<file path="src/rtl/phone_pkg.sv">
// Shared definitions for the phone-number entry sequencer.
//   NUM_DIGITS     : digits in a complete number
//   KEY_DEL/CLR/OK : default control key codes
//   BLANK_CODE     : seven-segment code for a dark digit
//   entry_state_e  : entry FSM states
//   slot_lsb()     : bit position of a digit slot inside the packed number
//   digit_at()     : safe read of one digit slot (0 for out-of-range slots)
package phone_pkg;

  localparam int NUM_DIGITS = 11;
  localparam int NUM_W      = 4 * NUM_DIGITS;

  localparam logic [3:0] KEY_DEL = 4'hA;
  localparam logic [3:0] KEY_CLR = 4'hB;
  localparam logic [3:0] KEY_OK  = 4'hC;

  localparam logic [4:0] BLANK_CODE = 5'h10;

  typedef enum logic [1:0] {
    ST_EMPTY,
    ST_ENTRY,
    ST_FULL,
    ST_LOCKED
  } entry_state_e;

  // Digit 0 (first dialled) sits in the top nibble.
  function automatic int slot_lsb(input int k);
    return 4 * (NUM_DIGITS - 1 - k);
  endfunction

  function automatic logic [3:0] digit_at(input logic [NUM_W-1:0] num, input logic [3:0] k);
    logic [3:0] d;
    d = 4'h0;
    if (k < 4'(NUM_DIGITS)) d = num[slot_lsb(int'(k)) +: 4];
    return d;
  endfunction

endpackage

</file>
<file path="src/rtl/page_scroller.sv">
// Display page selector: manual page from disp_sel, or auto-scroll through
// pages 0->1->2->0 with a dwell of SCROLL_CYCLES clocks when disp_sel==11.
//   clk, reset : system clock, synchronous active-high reset
//   disp_sel   : 00/01/10 manual page, 11 auto-scroll
//   page       : current page (0..2)
module page_scroller #(
  parameter int SCROLL_CYCLES = 50_000_000
) (
  input  logic       clk,
  input  logic       reset,
  input  logic [1:0] disp_sel,
  output logic [1:0] page
);

  localparam int            CW   = (SCROLL_CYCLES > 1) ? $clog2(SCROLL_CYCLES) : 1;
  localparam logic [CW-1:0] TERM = CW'(SCROLL_CYCLES - 1);

  logic [CW-1:0] dwell_q;

  // Manual mode parks the dwell counter at 0 so auto mode always starts a
  // fresh full dwell on whatever page was last shown.
  always_ff @(posedge clk) begin
    if (reset) begin
      dwell_q <= '0;
      page    <= 2'd0;
    end else if (disp_sel != 2'b11) begin
      dwell_q <= '0;
      page    <= disp_sel;
    end else if (dwell_q == TERM) begin
      dwell_q <= '0;
      page    <= (page == 2'd2) ? 2'd0 : page + 2'd1;
    end else begin
      dwell_q <= dwell_q + 1'b1;
    end
  end

endmodule

</file>
<file path="src/rtl/phone_entry_ctrl.sv">
// Phone-number entry sequencer between the key scanner and a 4-digit
// seven-segment driver.
//   clk, reset        : 50 MHz clock, synchronous active-high reset
//   key_flag/value    : one-cycle key event, 0-9 digit, A del, B clr, C ok
//   del_pulse         : dedicated delete button pulse (wins over key_flag)
//   disp_sel          : manual page 0..2 or 11 = auto-scroll
//   phone_number      : 11 packed digits, digit 0 at [43:40]
//   digit_count       : digits entered, 0..11
//   locked            : number confirmed
//   done / err        : one-cycle pulses for confirm / rejected key
//   in_4..in_1        : seg codes, bit4 = blank
module phone_entry_ctrl
  import phone_pkg::*;
#(
  parameter int         SCROLL_CYCLES = 50_000_000,
  parameter logic [3:0] CODE_DEL      = KEY_DEL,
  parameter logic [3:0] CODE_CLR      = KEY_CLR,
  parameter logic [3:0] CODE_OK       = KEY_OK
) (
  input  logic             clk,
  input  logic             reset,
  input  logic             key_flag,
  input  logic [3:0]       key_value,
  input  logic             del_pulse,
  input  logic [1:0]       disp_sel,
  output logic [NUM_W-1:0] phone_number,
  output logic [3:0]       digit_count,
  output logic             locked,
  output logic             done,
  output logic             err,
  output logic [4:0]       in_4,
  output logic [4:0]       in_3,
  output logic [4:0]       in_2,
  output logic [4:0]       in_1
);

  localparam logic [3:0] FULL_CNT = 4'(NUM_DIGITS);

  entry_state_e     state_q, state_n;
  logic [3:0]       cnt_q, cnt_n;
  logic [NUM_W-1:0] num_q, num_n;
  logic             done_q, done_n, err_q, err_n;
  logic [3:0][4:0]  disp_d, disp_q;
  logic [1:0]       page;
  logic             do_del;
  logic [3:0]       cnt_m1;

  // A delete from either source absorbs any key event in the same cycle.
  assign do_del = del_pulse | (key_flag & (key_value == CODE_DEL));
  assign cnt_m1 = cnt_q - 4'd1;

  // State register (data path registers ride along with the FSM state).
  always_ff @(posedge clk) begin
    if (reset) begin
      state_q <= ST_EMPTY;
      cnt_q   <= '0;
      num_q   <= '0;
      done_q  <= 1'b0;
      err_q   <= 1'b0;
    end else begin
      state_q <= state_n;
      cnt_q   <= cnt_n;
      num_q   <= num_n;
      done_q  <= done_n;
      err_q   <= err_n;
    end
  end

  // Next-state logic.
  always_comb begin
    state_n = state_q;
    cnt_n   = cnt_q;
    num_n   = num_q;
    done_n  = 1'b0;
    err_n   = 1'b0;
    if (do_del) begin
      if (cnt_q == 4'd0 || state_q == ST_LOCKED) begin
        err_n = 1'b1;
      end else begin
        num_n[slot_lsb(int'(cnt_m1)) +: 4] = 4'h0;
        cnt_n   = cnt_m1;
        state_n = (cnt_m1 == 4'd0) ? ST_EMPTY : ST_ENTRY;
      end
    end else if (key_flag) begin
      if (key_value <= 4'd9) begin
        if (state_q == ST_FULL || state_q == ST_LOCKED) begin
          err_n = 1'b1;
        end else begin
          num_n[slot_lsb(int'(cnt_q)) +: 4] = key_value;
          cnt_n   = cnt_q + 4'd1;
          state_n = (cnt_n == FULL_CNT) ? ST_FULL : ST_ENTRY;
        end
      end else if (key_value == CODE_CLR) begin
        num_n   = '0;
        cnt_n   = '0;
        state_n = ST_EMPTY;
      end else if (key_value == CODE_OK) begin
        if (state_q == ST_FULL) begin
          state_n = ST_LOCKED;
          done_n  = 1'b1;
        end else begin
          err_n = 1'b1;
        end
      end
      // Remaining codes (D-F) are silently ignored.
    end
  end

  // Output logic.
  always_comb begin
    locked       = (state_q == ST_LOCKED);
    phone_number = num_q;
    digit_count  = cnt_q;
    done         = done_q;
    err          = err_q;
  end

  page_scroller #(
    .SCROLL_CYCLES(SCROLL_CYCLES)
  ) u_scroll (
    .clk     (clk),
    .reset   (reset),
    .disp_sel(disp_sel),
    .page    (page)
  );

  // Lane 3 drives in_4 (leftmost) and shows slot 4*page; lane 0 drives in_1.
  for (genvar i = 0; i < 4; i++) begin : g_lane
    logic [3:0] slot;
    assign slot = {page, 2'b00} + 4'(3 - i);
    always_comb begin
      disp_d[i] = BLANK_CODE;
      if (slot < cnt_q) disp_d[i] = {1'b0, digit_at(num_q, slot)};
    end
  end

  always_ff @(posedge clk) begin
    if (reset) disp_q <= {4{BLANK_CODE}};
    else       disp_q <= disp_d;
  end

  assign {in_4, in_3, in_2, in_1} = disp_q;

endmodule

</file>
<file path="config.mk">
export PLATFORM = sky130hd
export DESIGN_NAME = phone_entry_ctrl
export DESIGN_NICKNAME = d
export VERILOG_FILES = /design/src/rtl/phone_pkg.sv /design/src/rtl/page_scroller.sv /design/src/rtl/phone_entry_ctrl.sv
export SDC_FILE = /design/constraint.sdc
export NUM_CORES = 1
export LEC_CHECK = 0
export ABC_AREA = 1
export CORE_MARGIN = 2
export CORE_UTILIZATION = 28
export CTS_BUF_LIST = sky130_fd_sc_hd__clkbuf_4 sky130_fd_sc_hd__clkbuf_8
export DETAILED_ROUTE_END_ITERATION = 8
export GPL_ROUTABILITY_DRIVEN = 0
export PLACE_DENSITY = 0.56
export SLEW_MARGIN = 20
export SYNTH_ARGS = -nofsm -noshare
export SYNTH_HDL_FRONTEND = slang
export SYNTH_HIERARCHICAL = 1
export SYNTH_SLANG_ARGS = --single-unit
</file>
<file path="constraint.sdc">
create_clock -name clk -period 3.67 [get_ports clk]
set_clock_uncertainty 0.1 [all_clocks]
set_input_delay 0.9175 -clock clk [delete_from_list [all_inputs] [get_ports clk]]
set_output_delay 0.9175 -clock clk [all_outputs]
set_load 0.02 [all_outputs]
</file>
==> results of run 1 <==
[where the power goes]
part | internal [mW] | total, mW | switching [mW]
clock network | 0.318 | 0.736 | 0.418
registers | 1.15 | 1.20 | 0.0542
logic | 0.503 | 1.58 | 1.08
[area by class of cell]
| class | count | area, µm² | share of cell area |
|---|---|---|---|
| Multi-Input combinational cell | 711 | 3830 | 0.501 |
| Clock inverter | 7 | 72.6 | 0.00949 |
| Tap cell | 280 | 350 | 0.0458 |
| Clock buffer | 9 | 124 | 0.0162 |
| Inverter | 104 | 398 | 0.0521 |
| Timing Repair Buffer | 88 | 865 | 0.113 |
| Sequential cell | 100 | 2000 | 0.262 |
[registers in the layout, indices dropped and copies added, names as in the netlist]
| register | cells |
|---|---|
| digit_count | 4 |
| done | 1 |
| err | 1 |
| in_1 | 5 |
| in_2 | 5 |
| in_3 | 5 |
| in_4 | 5 |
| phone_number | 44 |
| state_q | 2 |
| u_scroll/dwell_q | 26 |
| u_scroll/page | 2 |
[how the worst max path moves through the flow]
stage | startpoint | endpoint | slack, ns | depth (start not counted)
final | digit_count[0] | phone_number[42] | 0.29 | 21
after global placement | digit_count[0] | phone_number[40] | 0.20 | 20
after global routing | digit_count[1] | phone_number[43] | 0.005 | 21
after detailed placement | digit_count[1] | phone_number[40] | 0.11 | 21
after floorplan | digit_count[0] | phone_number[40] | 0.20 | 22
after CTS | digit_count[1] | phone_number[41] | 0.07 | 21
[kinds of logic (layout without fill, tap and decap cells)]
| logic type | Yosys count | after routing | synth area share |
|---|---|---|---|
| buffers and inverters | 124 | 208 | 0.0823 |
| and+or+nand+nor | 560 | 560 | 0.435 |
| adders and majority gates | 24 | 24 | 0.0477 |
| AOI/OAI and AO/OA | 117 | 117 | 0.103 |
| xor gates and xnor gates | 10 | 10 | 0.0139 |
| DFF | 100 | 100 | 0.318 |
[cells in the final DEF (no fill, tap or decap), drive strengths merged]
master	count
a211oi	2
a21boi	1
a21oi	76
a31oi	1
and3	1
buf	8
bufinv	1
clkbuf	9
clkdlybuf4s50	80
clkinv	4
clkinvlp	2
dfxtp	100
ha	24
inv	104
nand2	244
nand3	62
nand3b	9
nand4	44
nor2	164
nor3	26
nor4	6
o211ai	1
o21ai	20
o21bai	2
o22ai	14
or2	4
xnor2	4
xor2	6
[worst register-to-register path: cells and delay by family (launching register included)]
family                     cells  cell delay [ns]
buffers and inverters          5             0.69
adders and majority gates      2             0.55
and+or+nand+nor               13             1.30
AOI/OAI and AO/OA              1             0.26
DFF                            1             0.37
[metal layers]
layer,part of all wire,vias to the layer above
li1,-,3237
met2,0.49,165
met4,0.020,0
met1,0.45,2875
met5,0,-
met3,0.046,29
[through the flow]
step | instance area (µm²) | power (mW)
final | 7640 | 3.52
after global routing | 7640 | 3.76
after CTS | 7580 | 3.50
after detailed placement | 7380 | 2.76
after global placement | 7380 | 2.75
after floorplan | 6290 | 2.33
==> flow_metrics.py, run 1 <==
metrics = {
    "yosys": {
        "yosysTopAreaCellShare": 0.318,
        "synth-seq-cells": 100,
        "synthesis.nets": 969,
        "synth_most_common_cell": "nand2_1",
        "synth.top_cells.by_count": "224 x nand2_1, 139 x nor2_1, 100 x dfxtp_1",
        "ys_seq_area_frac": 0.318,
        "synth_area_leaders": "dfxtp_1 32%, nand2_1 13%, nor2_1 8.3%, a21oi_1 6.0%, inv_1 5.5%",
        "synth_edf_count": 0,
        "netlist_instances": 935,
        "synthArstFlopShare": 0,
        "synth_top_cell_by_area": "dfxtp_1",
        "avgSynthCellArea_um2": 6.73,
        "syn_area_um2": 6290,
        "yosys_warnings": 6,
        "synth_ff_type": "dfxtp_1",
        "synth_cell_types": 42,
    },
    "sta": {
        "hold_ws_ns": 0.385,
        "rsz0062_at_grt": "false",
        "timing.final.crit_period_ns": 3.38,
        "tightest_slew_ns": 0.902,
        "setup_tns_ns": 0,
        "fin_crit_sh": 0.920,
        "max_freq_ghz": 0.296,
        "drv_slew": 0,
        "setup_slack_ns": 0.292,
        "hold_viol": 0,
        "setup_viol": 0,
        "slew_headroom": 0.398,
    },
    "hold_path": {
        "min_from": "u_scroll/dwell_q[0]",
        "hold_depth": 1,
        "holdCritPathClass": "flop to flop",
        "min_to": "u_scroll/dwell_q[0]",
    },
    "worst_setup_path": {
        "crit_chain": "buf_6 -> ha_2 -> inv_1 -> nand2_1 -> nand3_4 -> clkinv_2 -> nand2_4 -> nor2_2 -> ha_1 -> inv_2 -> nand2_1 -> nor2_1 -> nand2_1 -> nand2_1 -> nand4_1 -> inv_1 -> nand3_1 -> a21oi_4 -> nand3_1 -> nand2_1 -> nor2_1",
        "cp_num_buf_inv": 5,
        "cp_top_family": "simple AND/OR/NAND/NOR gates",
        "rr_worst_depth": 21,
        "worst_setup_path_end_kind": "flop",
        "crit_type": "flop to flop",
        "reg2reg_to": "phone_number[42]",
        "cp-start-kind": "flop",
        "crit_path_max_fanout": 10,
        "crit_path_max_incr_delay_ns": 0.37,
        "rrSetupSlack_ns": 0.29,
        "worstPathRequired_ns": 3.86,
        "worst_r2r_startpoint": "digit_count[0]",
        "crit_top_cell": "nand2_1",
        "slowest_stage": "dfxtp_2",
        "cp.arrival_ns": 3.57,
    },
    "finish": {
        "antennaDiodeCount": 0,
        "syn2layout_area_growth_pct": 21.5,
        "fin_nets": 1048,
        "drive_above_1_share": 0.107,
        "final.fill_count": 2352,
        "finish.utilization": 0.348,
        "final_cells": 1299,
    },
    "floorplan": {
        "initial_core_util": 0.286,
        "fp.coreArea_um2": 22000,
        "fp.dieArea_um2": 23700,
        "fp.dieH_um": 154,
        "pin_count": 81,
        "die_x_um": 154,
        "row_count": 54,
    },
    "grt": {
        "grt_pass1_wl_um": 31300,
        "grt_use_met1": 0.205,
        "antenna_found_initial": 0,
        "grt_max_degree": 32,
        "busiest_layer": "met2",
        "overflow": 0,
        "grt_use_met3": 0.0313,
        "use_met2": 0.291,
        "grt_usage": 0.165,
        "grt_pass1_vias": 6041,
    },
    "clocking": {
        "cts_setup_buffers": 0,
        "cts_hold_buf": 0,
        "cts.sink_count": 100,
        "htree_levels": 3,
        "path_clk_slew_ns": 0.11,
        "worstSkewPairLatency_ns": 0.39,
        "cts_resized": 0,
        "cts-root-buf": "clkbuf_8",
        "cts_tree": "built",
        "cts.path.max_buffers": 2,
        "numCtsBuffers": 9,
    },
    "drt": {
        "dr.first_iter.drc_count": 389,
        "drc": 0,
        "firstDrtPassIters": 7,
        "via_per_inst": 4.85,
        "wl_um": 19600,
        "vias": 6306,
        "antenna_left": 0,
        "routedWlPerCell_um": 15.1,
    },
    "flow_run": {
        "drv_cap": 0,
    },
    "power_and_ir_drop": {
        "cellLeakagePower_nw": 2.82,
        "powerDensity_nw_per_um2": 461,
        "peakVddDrop_mv": 0.213,
    },
    "placed_design": {
        "io_buffers": 80,
        "place_ws_ns": 0.106,
        "hpwl_um": 15200,
        "dp_cells": 1283,
    },
    "run_status": {
        "outcome": "finished, final reports clean",
    },
}
(Power assumes the default switching activity.)
==> inputs of run 2 (changes only) <==
--- a/config.mk
+++ b/config.mk
@@ -12,6 +12,7 @@
 export DETAILED_ROUTE_END_ITERATION = 8
 export GPL_ROUTABILITY_DRIVEN = 0
 export PLACE_DENSITY = 0.56
+export SKIP_CTS_REPAIR_TIMING = 1
 export SLEW_MARGIN = 20
 export SYNTH_ARGS = -nofsm -noshare
 export SYNTH_HDL_FRONTEND = slang
==> results of run 2 <==
No change in the layout: final DEF, timing and power equal those of run 1.
==> inputs of run 3 (changes only) <==
--- a/config.mk
+++ b/config.mk
@@ -6,7 +6,7 @@
 export NUM_CORES = 1
 export LEC_CHECK = 0
 export ABC_AREA = 1
-export CORE_MARGIN = 2
+export CORE_MARGIN = 5
 export CORE_UTILIZATION = 28
 export CTS_BUF_LIST = sky130_fd_sc_hd__clkbuf_4 sky130_fd_sc_hd__clkbuf_8
 export DETAILED_ROUTE_END_ITERATION = 8
==> constraint.sdc (replaced) <==
create_clock -name clk -period 4.1 [get_ports clk]
set_clock_uncertainty 0.1 [all_clocks]
set_input_delay 1.025 -clock clk [delete_from_list [all_inputs] [get_ports clk]]
set_output_delay 1.025 -clock clk [all_outputs]
set_load 0.02 [all_outputs]
==> run 3 against run 2 <==
  * Worst hold slack got worse by 0.00053 ns
  * Global-route usage shrank 1.2 points
  * Critical endpoint is now phone_number[36]
  * First-iteration DRC count fell by 8.5%
  * Highest routed layer unchanged
  * Sequential share of layout area grew 0.30 points
  * Power is 12% lower
  * Critical path depth rose by 2
  * Wire length is 0.27% higher
  * Largest power group unchanged
  * Register-to-register slack better by 0.19 ns
  * Non-clock buffer count decreased by 3
==> flow_metrics.py, run 3 (synthesis gave the netlist of run 1 again) <==
metrics = {
    "worst_setup_path": {
        "worst_setup_path_end_kind": "flop",
        "cp-start-kind": "flop",
        "cp_top_family": "simple AND/OR/NAND/NOR gates",
        "worst_r2r_startpoint": "digit_count[1]",
        "crit_path_start": "digit_count[1]",
        "crit_top_cell": "nand2_1",
        "crit_path_max_incr_delay_ns": 0.45,
        "worstPathRequired_ns": 4.29,
        "crit_path_max_fanout": 8,
        "crit_chain": "inv_1 -> ha_1 -> inv_2 -> nor2_8 -> nand3_4 -> clkinv_2 -> nand2_4 -> nor2_1 -> ha_1 -> inv_1 -> nand2_1 -> nor2_1 -> nand2_1 -> nand2_1 -> nand3_1 -> inv_1 -> nand2_1 -> nor2_4 -> nor2_2 -> nor2_8 -> nand3_1 -> nand2_1 -> nor2_1",
        "cp_num_buf_inv": 5,
        "crit_type": "flop to flop",
        "slowest_stage": "ha_1",
        "cp.arrival_ns": 3.80,
    },
    "clocking": {
        "cts.path.max_buffers": 2,
        "cts_tree": "built",
        "numCtsBuffers": 9,
        "cts.sink_count": 100,
        "cts-root-buf": "clkbuf_8",
        "path_clk_slew_ns": 0.11,
        "worstSkewPairLatency_ns": 0.39,
        "htree_levels": 3,
    },
    "sta": {
        "max_freq_ghz": 0.276,
        "setup_tns_ns": 0,
        "rsz0062_at_grt": "false",
        "setup_viol": 0,
        "timing.final.crit_period_ns": 3.62,
        "hold_viol": 0,
        "setup_slack_ns": 0.482,
        "drv_slew": 0,
        "fin_crit_sh": 0.882,
        "slew_headroom": 0.417,
        "tightest_slew_ns": 0.873,
    },
    "placed_design": {
        "place_ws_ns": 0.438,
        "io_buffers": 80,
        "hpwl_um": 15400,
        "dp_cells": 1280,
        "placed_cell_area_um2": 7360,
    },
    "drt": {
        "antenna_left": 0,
        "via_per_inst": 4.79,
        "drc": 0,
        "dr.first_iter.drc_count": 356,
        "wl_um": 19600,
        "vias": 6209,
        "firstDrtPassIters": 5,
        "routedWlPerCell_um": 15.1,
    },
    "power_and_ir_drop": {
        "clkPwrFrac": 0.211,
        "p_comb_frac": 0.440,
        "peakVddDrop_mv": 0.182,
        "powerDensity_nw_per_um2": 411,
        "seq_power_share": 0.349,
        "p_int_mw": 1.74,
        "power.switching_mw": 1.36,
        "p_sw_frac": 0.438,
        "cellLeakagePower_nw": 2.81,
    },
    "finish": {
        "final.fill_count": 2366,
        "largest_reg_flops": 44,
        "fin_nets": 1045,
        "antennaDiodeCount": 0,
        "final_cells": 1296,
        "drive_above_1_share": 0.0925,
        "finish.utilization": 0.344,
        "layout_common_cells": "224 x nand2_1, 138 x nor2_1, 99 x dfxtp_1, 93 x inv_1, 80 x clkdlybuf4s50_1",
        "final_common_cell": "nand2_1",
        "design_area_um2": 7560,
        "syn2layout_area_growth_pct": 20.1,
    },
    "floorplan": {
        "fp.dieH_um": 160,
        "row_count": 54,
        "die_x_um": 160,
        "pin_count": 81,
        "fp.coreArea_um2": 22000,
        "initial_core_util": 0.286,
        "fp.dieArea_um2": 25600,
    },
    "grt": {
        "overflow": 0,
        "antenna_found_initial": 0,
        "grt_pass1_vias": 6093,
        "grt_max_degree": 32,
        "grt_pass1_wl_um": 31800,
        "grt_usage": 0.153,
    },
    "run_status": {
        "outcome": "finished, final reports clean",
    },
    "hold_path": {
        "holdCritPathClass": "flop to flop",
        "min_from": "u_scroll/dwell_q[0]",
    },
    "flow_run": {
        "drv_cap": 0,
    },
}
run 3: path summary, 6_finish.rpt:
| path | cells after the start | slack, ns | end |
|---|---|---|---|
| setup / recovery | 23 | 0.48 | phone_number[36] |
| hold / removal | 1 | 0.38 | u_scroll/dwell_q[0] |
| setup reg to reg | 23 | 0.48 | phone_number[36] |
| hold reg to reg | 1 | 0.38 | u_scroll/dwell_q[0] |
run 3: final cells by class:
| class | count | area, µm² | share of cell area |
|---|---|---|---|
| clock inverters | 6 | 62.6 | 0.00828 |
| multi-input cells | 711 | 3770 | 0.499 |
| flip-flops and latches | 100 | 2000 | 0.265 |
| repair buffers | 85 | 838 | 0.111 |
| well taps | 280 | 350 | 0.0464 |
| clock buffers | 10 | 131 | 0.0174 |
| inverters | 104 | 398 | 0.0526 |
run 3: metrics by stage:
step                      power [mW]  hold slack [ns]
after global routing            3.33            0.412
after floorplan                 2.09            0.340
after detailed placement        2.46            0.368
after global placement          2.46            0.357
after CTS                       3.12            0.389
final                           3.11            0.385
run 3: power groups by stage:
stage	sequential, mW	clock (mW)	combinational, mW
after floorplan	1.15	0	0.937
after global placement	1.11	0	1.35
after detailed placement	1.11	0	1.36
after CTS	1.08	0.677	1.36
after global routing	1.09	0.723	1.52
final	1.08	0.655	1.37
run 3: per-layer routing:
metal  wire length [µm]  part of all wire  track usage  up-vias
li1                   -                 -            -     3218
met2               9530              0.49        0.272      131
met5                  0                 0            0        -
met1               8880              0.45        0.187     2841
met3                864             0.044       0.0348       19
met4                338             0.017       0.0391        0
==> patch 1: new RTL, settings of run 2 <==
The 4 states of `entry_state_e` get a Gray code encoding in 2 bits.
--- a/src/rtl/phone_pkg.sv
+++ b/src/rtl/phone_pkg.sv
@@ -19,6 +19,6 @@
   typedef enum logic [1:0] {
-    ST_EMPTY,
-    ST_ENTRY,
-    ST_FULL,
-    ST_LOCKED
+    ST_EMPTY  = 2'b00,
+    ST_ENTRY  = 2'b01,
+    ST_FULL   = 2'b11,
+    ST_LOCKED = 2'b10
   } entry_state_e;
Function: same outputs for any inputs over 4 cycles, from zero or initial values and one cycle with reset high; so few cycles prove little.
==> patch 1 against run 2 <==
Sequential share of layout area rose by 0.14 points. Global-route usage is 0.40 points higher. Clock power grew 7.6%. Area after synthesis fell by 1.9%. Sequential cell count is the same. Wire length grew 1.3%. Synthesized cell count shrank 0.11%. Total power is 3.3% higher. Utilization rose by 0.12 points. Design area shrank 0.59%. Critical path depth shrank 4. Die area down 1.8%. Setup slack worse by 45 ps.
==> patch 1: results (changes against run 2) <==
[finish]
largest_reg_flops=44  ; unchanged
nets=1053  ; was 1,048
layout-drive-gt1-share=0.09883  ; was 0.1070
n_fill_cell=2392  ; was 2,352

[worst_setup_path]
r2r-end=phone_number[20]$_SDFFE_PP0P_  ; was phone_number[42]$_SDFFE_PP0P_
rrSetupSlack_ps=250  ; was 290 ps
r2r_start=digit_count[0]$_SDFFE_PP0P_  ; unchanged
cp.arrival_ps=3590  ; was 3570 ps
worstSetupPathType=register to register  ; unchanged
r2r.worst_path.cells=17  ; was 21

[drt]
wl_met2_mm=9.043  ; was 9.525 mm
dr.first_iter.drc_count=395  ; was 389
vias=6281  ; was 6,306
viasPerCell=4.824  ; was 4.855
wl_met3_um=966  ; was 902 µm
first_pass_iters=5  ; was 7
wl_per_cell_um=15.21  ; was 15.05 µm
wl_met1_mm=9.372  ; was 8.734 mm

[place]
dp_cells=1288  ; was 1,283
place_worst_setup_slack_ps=124.7  ; was 106.4 ps
dp_hpwl_mm=15.27  ; was 15.17 mm

[sta]
holdWs_ps=382.3  ; was 385.1 ps
maxSlewHeadroom=0.5887  ; was 0.3981
finalCritPeriodShare=0.9327  ; was 0.9203

[logic_synthesis]
synth_compound_area_frac=0.1028  ; was 0.1026
synth_cell_type_count=44  ; was 42
synth_commonest_cells=nand2_1, nor2_1, dfxtp_1  ; unchanged
syn_inst=934  ; was 935
synth_area_leaders=dfxtp_1, nand2_1, nor2_1  ; unchanged
synth_ff_type=dfxtp_1  ; unchanged
synth_adder_area_share=0.04864  ; was 0.04773
synth_xor_area_frac=0.01419  ; was 0.01392
synth-seq-area-share=0.3243  ; was 0.3182

[hold_path]
hp-class=register to register  ; unchanged
holdPathEnd=phone_number[26]$_SDFFE_PP0P_  ; was u_scroll/dwell_q[0]$_SDFF_PP0_
holdPathStages=2  ; was 1
holdCritStartpoint=phone_number[26]$_SDFFE_PP0P_  ; was u_scroll/dwell_q[0]$_SDFF_PP0_

[global_routing]
gr-usage-all-layers=0.1691  ; was 0.1651
grt_pass1_wl_mm=31.57  ; was 31.25 mm
grt_pass1_vias=5864  ; was 6,041
grt_max_degree=27  ; was 32

[power]
peakVddDrop_v=0.0002010  ; was 0.0002135 V
leakagePower_nw=2.806  ; was 2.817 nW

[status]
outcome=complete, no violations  ; unchanged

## patch 1: through the flow
stage | power [mW] | TNS [ps]
6_report | 3.641 | 0
4_1_cts | 3.611 | 0
3_5_place_dp | 2.806 | 0
3_3_place_gp | 2.809 | 0
5_1_grt | 3.872 | -10.93
2_1_floorplan | 2.315 | 0
## patch 1: cell families (layout without fill, tap and decap cells)
family                   after synthesis  after routing
XOR/XNOR                              10             10
adder cells (fa/ha/maj)               24             24
AND/OR/NAND/NOR                      566            566
AO/OA/AOI/OAI                        115            115
flip-flops                           100            100
buffers and inverters                119            207
## patch 1: power by group
part	switching [mW]	internal, mW	leakage, nW	total [mW]
Clock	0.409	0.383	0.106	0.792
Sequential	0.0571	1.16	0.813	1.21
Combinational	1.11	0.525	1.89	1.64
## patch 1: layer usage
metal | vias to the layer above | GRT usage
met5 | - | 0
met4 | 0 | 0.04982
met3 | 25 | 0.03214
met2 | 155 | 0.2756
met1 | 2893 | 0.2279
li1 | 3208 | -
## patch 1: worst max-delay path, cell delays in order, from the launching register on
cell     delay (ps)
dfxtp_1         400
buf_6           200
ha_1            230
inv_1            80
a21oi_1         370
inv_1           200
nand4_1         140
ha_1            230
inv_1            70
nand2_1          50
nor2_1           80
nand3_1         100
nand2_2         140
nand4_1         250
o21ai_0         220
nand3_1         240
nand2_1         120
a21oi_1          70
## patch 1: final cells by class
cell class / count / area [µm²] / share of cell area
clock buffer: 9 / 123.9 / 0.01630
clock inverter: 5 / 86.33 / 0.01136
inverter: 98 / 374.1 / 0.04923
multi-input combinational: 715 / 3745 / 0.4928
sequential: 100 / 2002 / 0.2635
tap: 280 / 350.3 / 0.04611
timing repair buffer: 95 / 917.1 / 0.1207
==> patch 2: new RTL, config.mk and constraints of run 2 <==
Made on the original files. `SCROLL_CYCLES` is set to 50_000_000 in 2 places; all go to 25_000_000.
--- a/src/rtl/page_scroller.sv
+++ b/src/rtl/page_scroller.sv
@@ -6,3 +6,3 @@
 module page_scroller #(
-  parameter int SCROLL_CYCLES = 50_000_000
+  parameter int SCROLL_CYCLES = 25_000_000
 ) (
--- a/src/rtl/phone_entry_ctrl.sv
+++ b/src/rtl/phone_entry_ctrl.sv
@@ -14,3 +14,3 @@
 #(
-  parameter int         SCROLL_CYCLES = 50_000_000,
+  parameter int         SCROLL_CYCLES = 25_000_000,
   parameter logic [3:0] CODE_DEL      = KEY_DEL,
Formal check against the unedited RTL: same outputs for any inputs over 4 cycles, from zero or initial values and one cycle with reset high; that may be too few to reach the edited logic, so the function may still have changed.
==> patch 2 against run 2 <==
Area after synthesis fell by 1.1%. Sequential power about the same. Design area decreased by 0.11%. Global-route usage decreased by 0.067 points. Via count down 2.4%. Utilization up 0.18 points. Sequential cell count decreased by 1. Total power rose by 1.3%. Critical path depth up 2. Non-clock buffer count rose by 3. Setup slack gained 11 ps. Cell count decreased by 0.85%. Wire length decreased by 2.6%. Largest cell class unchanged. Highest routed layer unchanged.
==> patch 2: results (changes against run 2) <==
[logic_synthesis]
ys_warn_count=6  ; unchanged
synth_area_leaders=dfxtp_1, nand2_1, nor2_1  ; unchanged
synth-seq-area-share=0.3186  ; was 0.3182
synth-edff-count=0  ; unchanged
synth_fp_nets=955  ; was 969
async_flop_share=0  ; unchanged
synth_cell_type_count=43  ; was 42
synth_top_area_cell=dfxtp_1  ; unchanged
syn_inst=921  ; was 935
synth_commonest_cells=nand2_1, nor2_1, dfxtp_1  ; unchanged

[global_routing]
gr-usage-all-layers=0.1644  ; was 0.1651
grt_pass1_vias=6000  ; was 6,041
grt_pass1_wl_mm=31.08  ; was 31.25 mm
grt_max_degree=32  ; unchanged
antenna_found_initial=0  ; unchanged

[clocking]
clk_path_buf_depth=2  ; unchanged
htree_levels=3  ; unchanged
clockRootBuffer=clkbuf_8  ; unchanged
numCtsBuffers=9  ; unchanged
clkLatencyLatePin_ps=390  ; about the same
path_clk_slew_ps=100

[worst_setup_path]
rrSetupSlack_ps=300
r2r-end=phone_number[15]$_SDFFE_PP0P_  ; was phone_number[42]$_SDFFE_PP0P_
cp.arrival_ps=3560  ; was 3570 ps
r2r.worst_path.cells=23  ; was 21
cp-startpoint=digit_count[0]$_SDFFE_PP0P_  ; unchanged
critPathMaxFanout=10  ; unchanged

[finish]
n_antenna_cell=0  ; unchanged
nets=1037  ; was 1,048
n_fill_cell=2378  ; was 2,352
layout-drive-gt1-share=0.1200  ; was 0.1070
largest_reg_flops=44  ; unchanged

[sta]
finalCritPeriodShare=0.9174  ; was 0.9203
tightest_slew_ps=704.7  ; was 901.8 ps

[place]
placed_cell_area_um2=7322  ; was 7382 µm²
place_worst_setup_slack_ps=106.6  ; was 106.4 ps
dp_hpwl_mm=14.72  ; was 15.17 mm
dp_cells=1271  ; was 1,283
port_buffers=80  ; unchanged

[power]
p_switching_mw=1.552  ; was 1.554 mW
leakagePower_nw=2.805  ; was 2.817 nW
peakVddDrop_v=0.0002587  ; was 0.0002135 V

[status]
outcome=complete, no violations  ; unchanged

[drt]
wl_mm=19.04  ; was 19.56 mm
wl_per_cell_um=14.78  ; was 15.05 µm
dr.first_iter.drc_count=330  ; was 389
viasPerCell=4.776  ; was 4.855
first_pass_iters=6  ; was 7

## patch 2: worst min path at each step
stage	start	end	slack, ps	cells after the start
6_report	u_scroll/dwell_q[0]$_SDFF_PP0_	u_scroll/dwell_q[0]$_SDFF_PP0_	370	1
3_5_place_dp	u_scroll/dwell_q[0]$_SDFF_PP0_	u_scroll/dwell_q[0]$_SDFF_PP0_	350	1
5_1_grt	u_scroll/dwell_q[0]$_SDFF_PP0_	u_scroll/dwell_q[0]$_SDFF_PP0_	390	1
3_3_place_gp	u_scroll/dwell_q[0]$_SDFF_PP0_	u_scroll/dwell_q[0]$_SDFF_PP0_	350	1
2_1_floorplan	u_scroll/dwell_q[0]$_SDFF_PP0_	u_scroll/dwell_q[0]$_SDFF_PP0_	330	1
4_1_cts	u_scroll/dwell_q[0]$_SDFF_PP0_	u_scroll/dwell_q[0]$_SDFF_PP0_	370	1
## patch 2: area by class of cell
cell class,count,area [µm²],share of cell area
clock buffers,12,158.9,0.02081
inverters,103,394.1,0.05162
repair buffers,91,890.9,0.1167
multi-input cells,699,3802,0.4980
well taps,280,350.3,0.04589
clock inverters,4,55.05,0.007211
flip-flops and latches,99,1983,0.2598
## patch 2: worst max-delay path, cell delays in order (launching register included)
cell and delay, ps:
dfxtp_2 380, buf_8 170, ha_2 230, inv_1 110, nand2_2 110, nand3_4 100
clkinv_2 80, nand2_4 70, nor2_2 140, ha_2 320, inv_1 120, nand2_1 70
nor2_1 80, nand2_1 50, nand2_1 100, nand3_1 140, inv_2 120, nand2_1 120
nor2_4 150, nor2_1 80, nor2_4 210, nand3_1 110, nand2_1 70, nor2_1 40
## patch 2: cell families after synthesis
| kind of cell | count (synthesis) | share of synthesized area |
|---|---|---|
| AND/OR/NAND/NOR | 551 | 0.4339 |
| buffers and inverters | 123 | 0.08328 |
| AO/OA/AOI/OAI | 112 | 0.09898 |
| flip-flops | 99 | 0.3186 |
| adder cells (fa/ha/maj) | 24 | 0.04828 |
| XOR/XNOR | 12 | 0.01690 |
## patch 2: power groups by stage
| stage | Combinational (mW) | Sequential, mW | Clock [mW] |
|---|---|---|---|
| 2_1_floorplan | 1.05 | 1.28 | 0 |
| 3_3_place_gp | 1.52 | 1.22 | 0 |
| 3_5_place_dp | 1.53 | 1.22 | 0 |
| 4_1_cts | 1.54 | 1.20 | 0.806 |
| 5_1_grt | 1.78 | 1.21 | 0.842 |
| 6_report | 1.60 | 1.20 | 0.772 |
## patch 2: layer usage
metal,up-vias,part of all wire,global-route usage
met3,36,0.043,0.03572
met1,2789,0.46,0.2092
met4,0,0.023,0.05115
met5,-,0,0
li1,3179,-,-
met2,148,0.48,0.2778
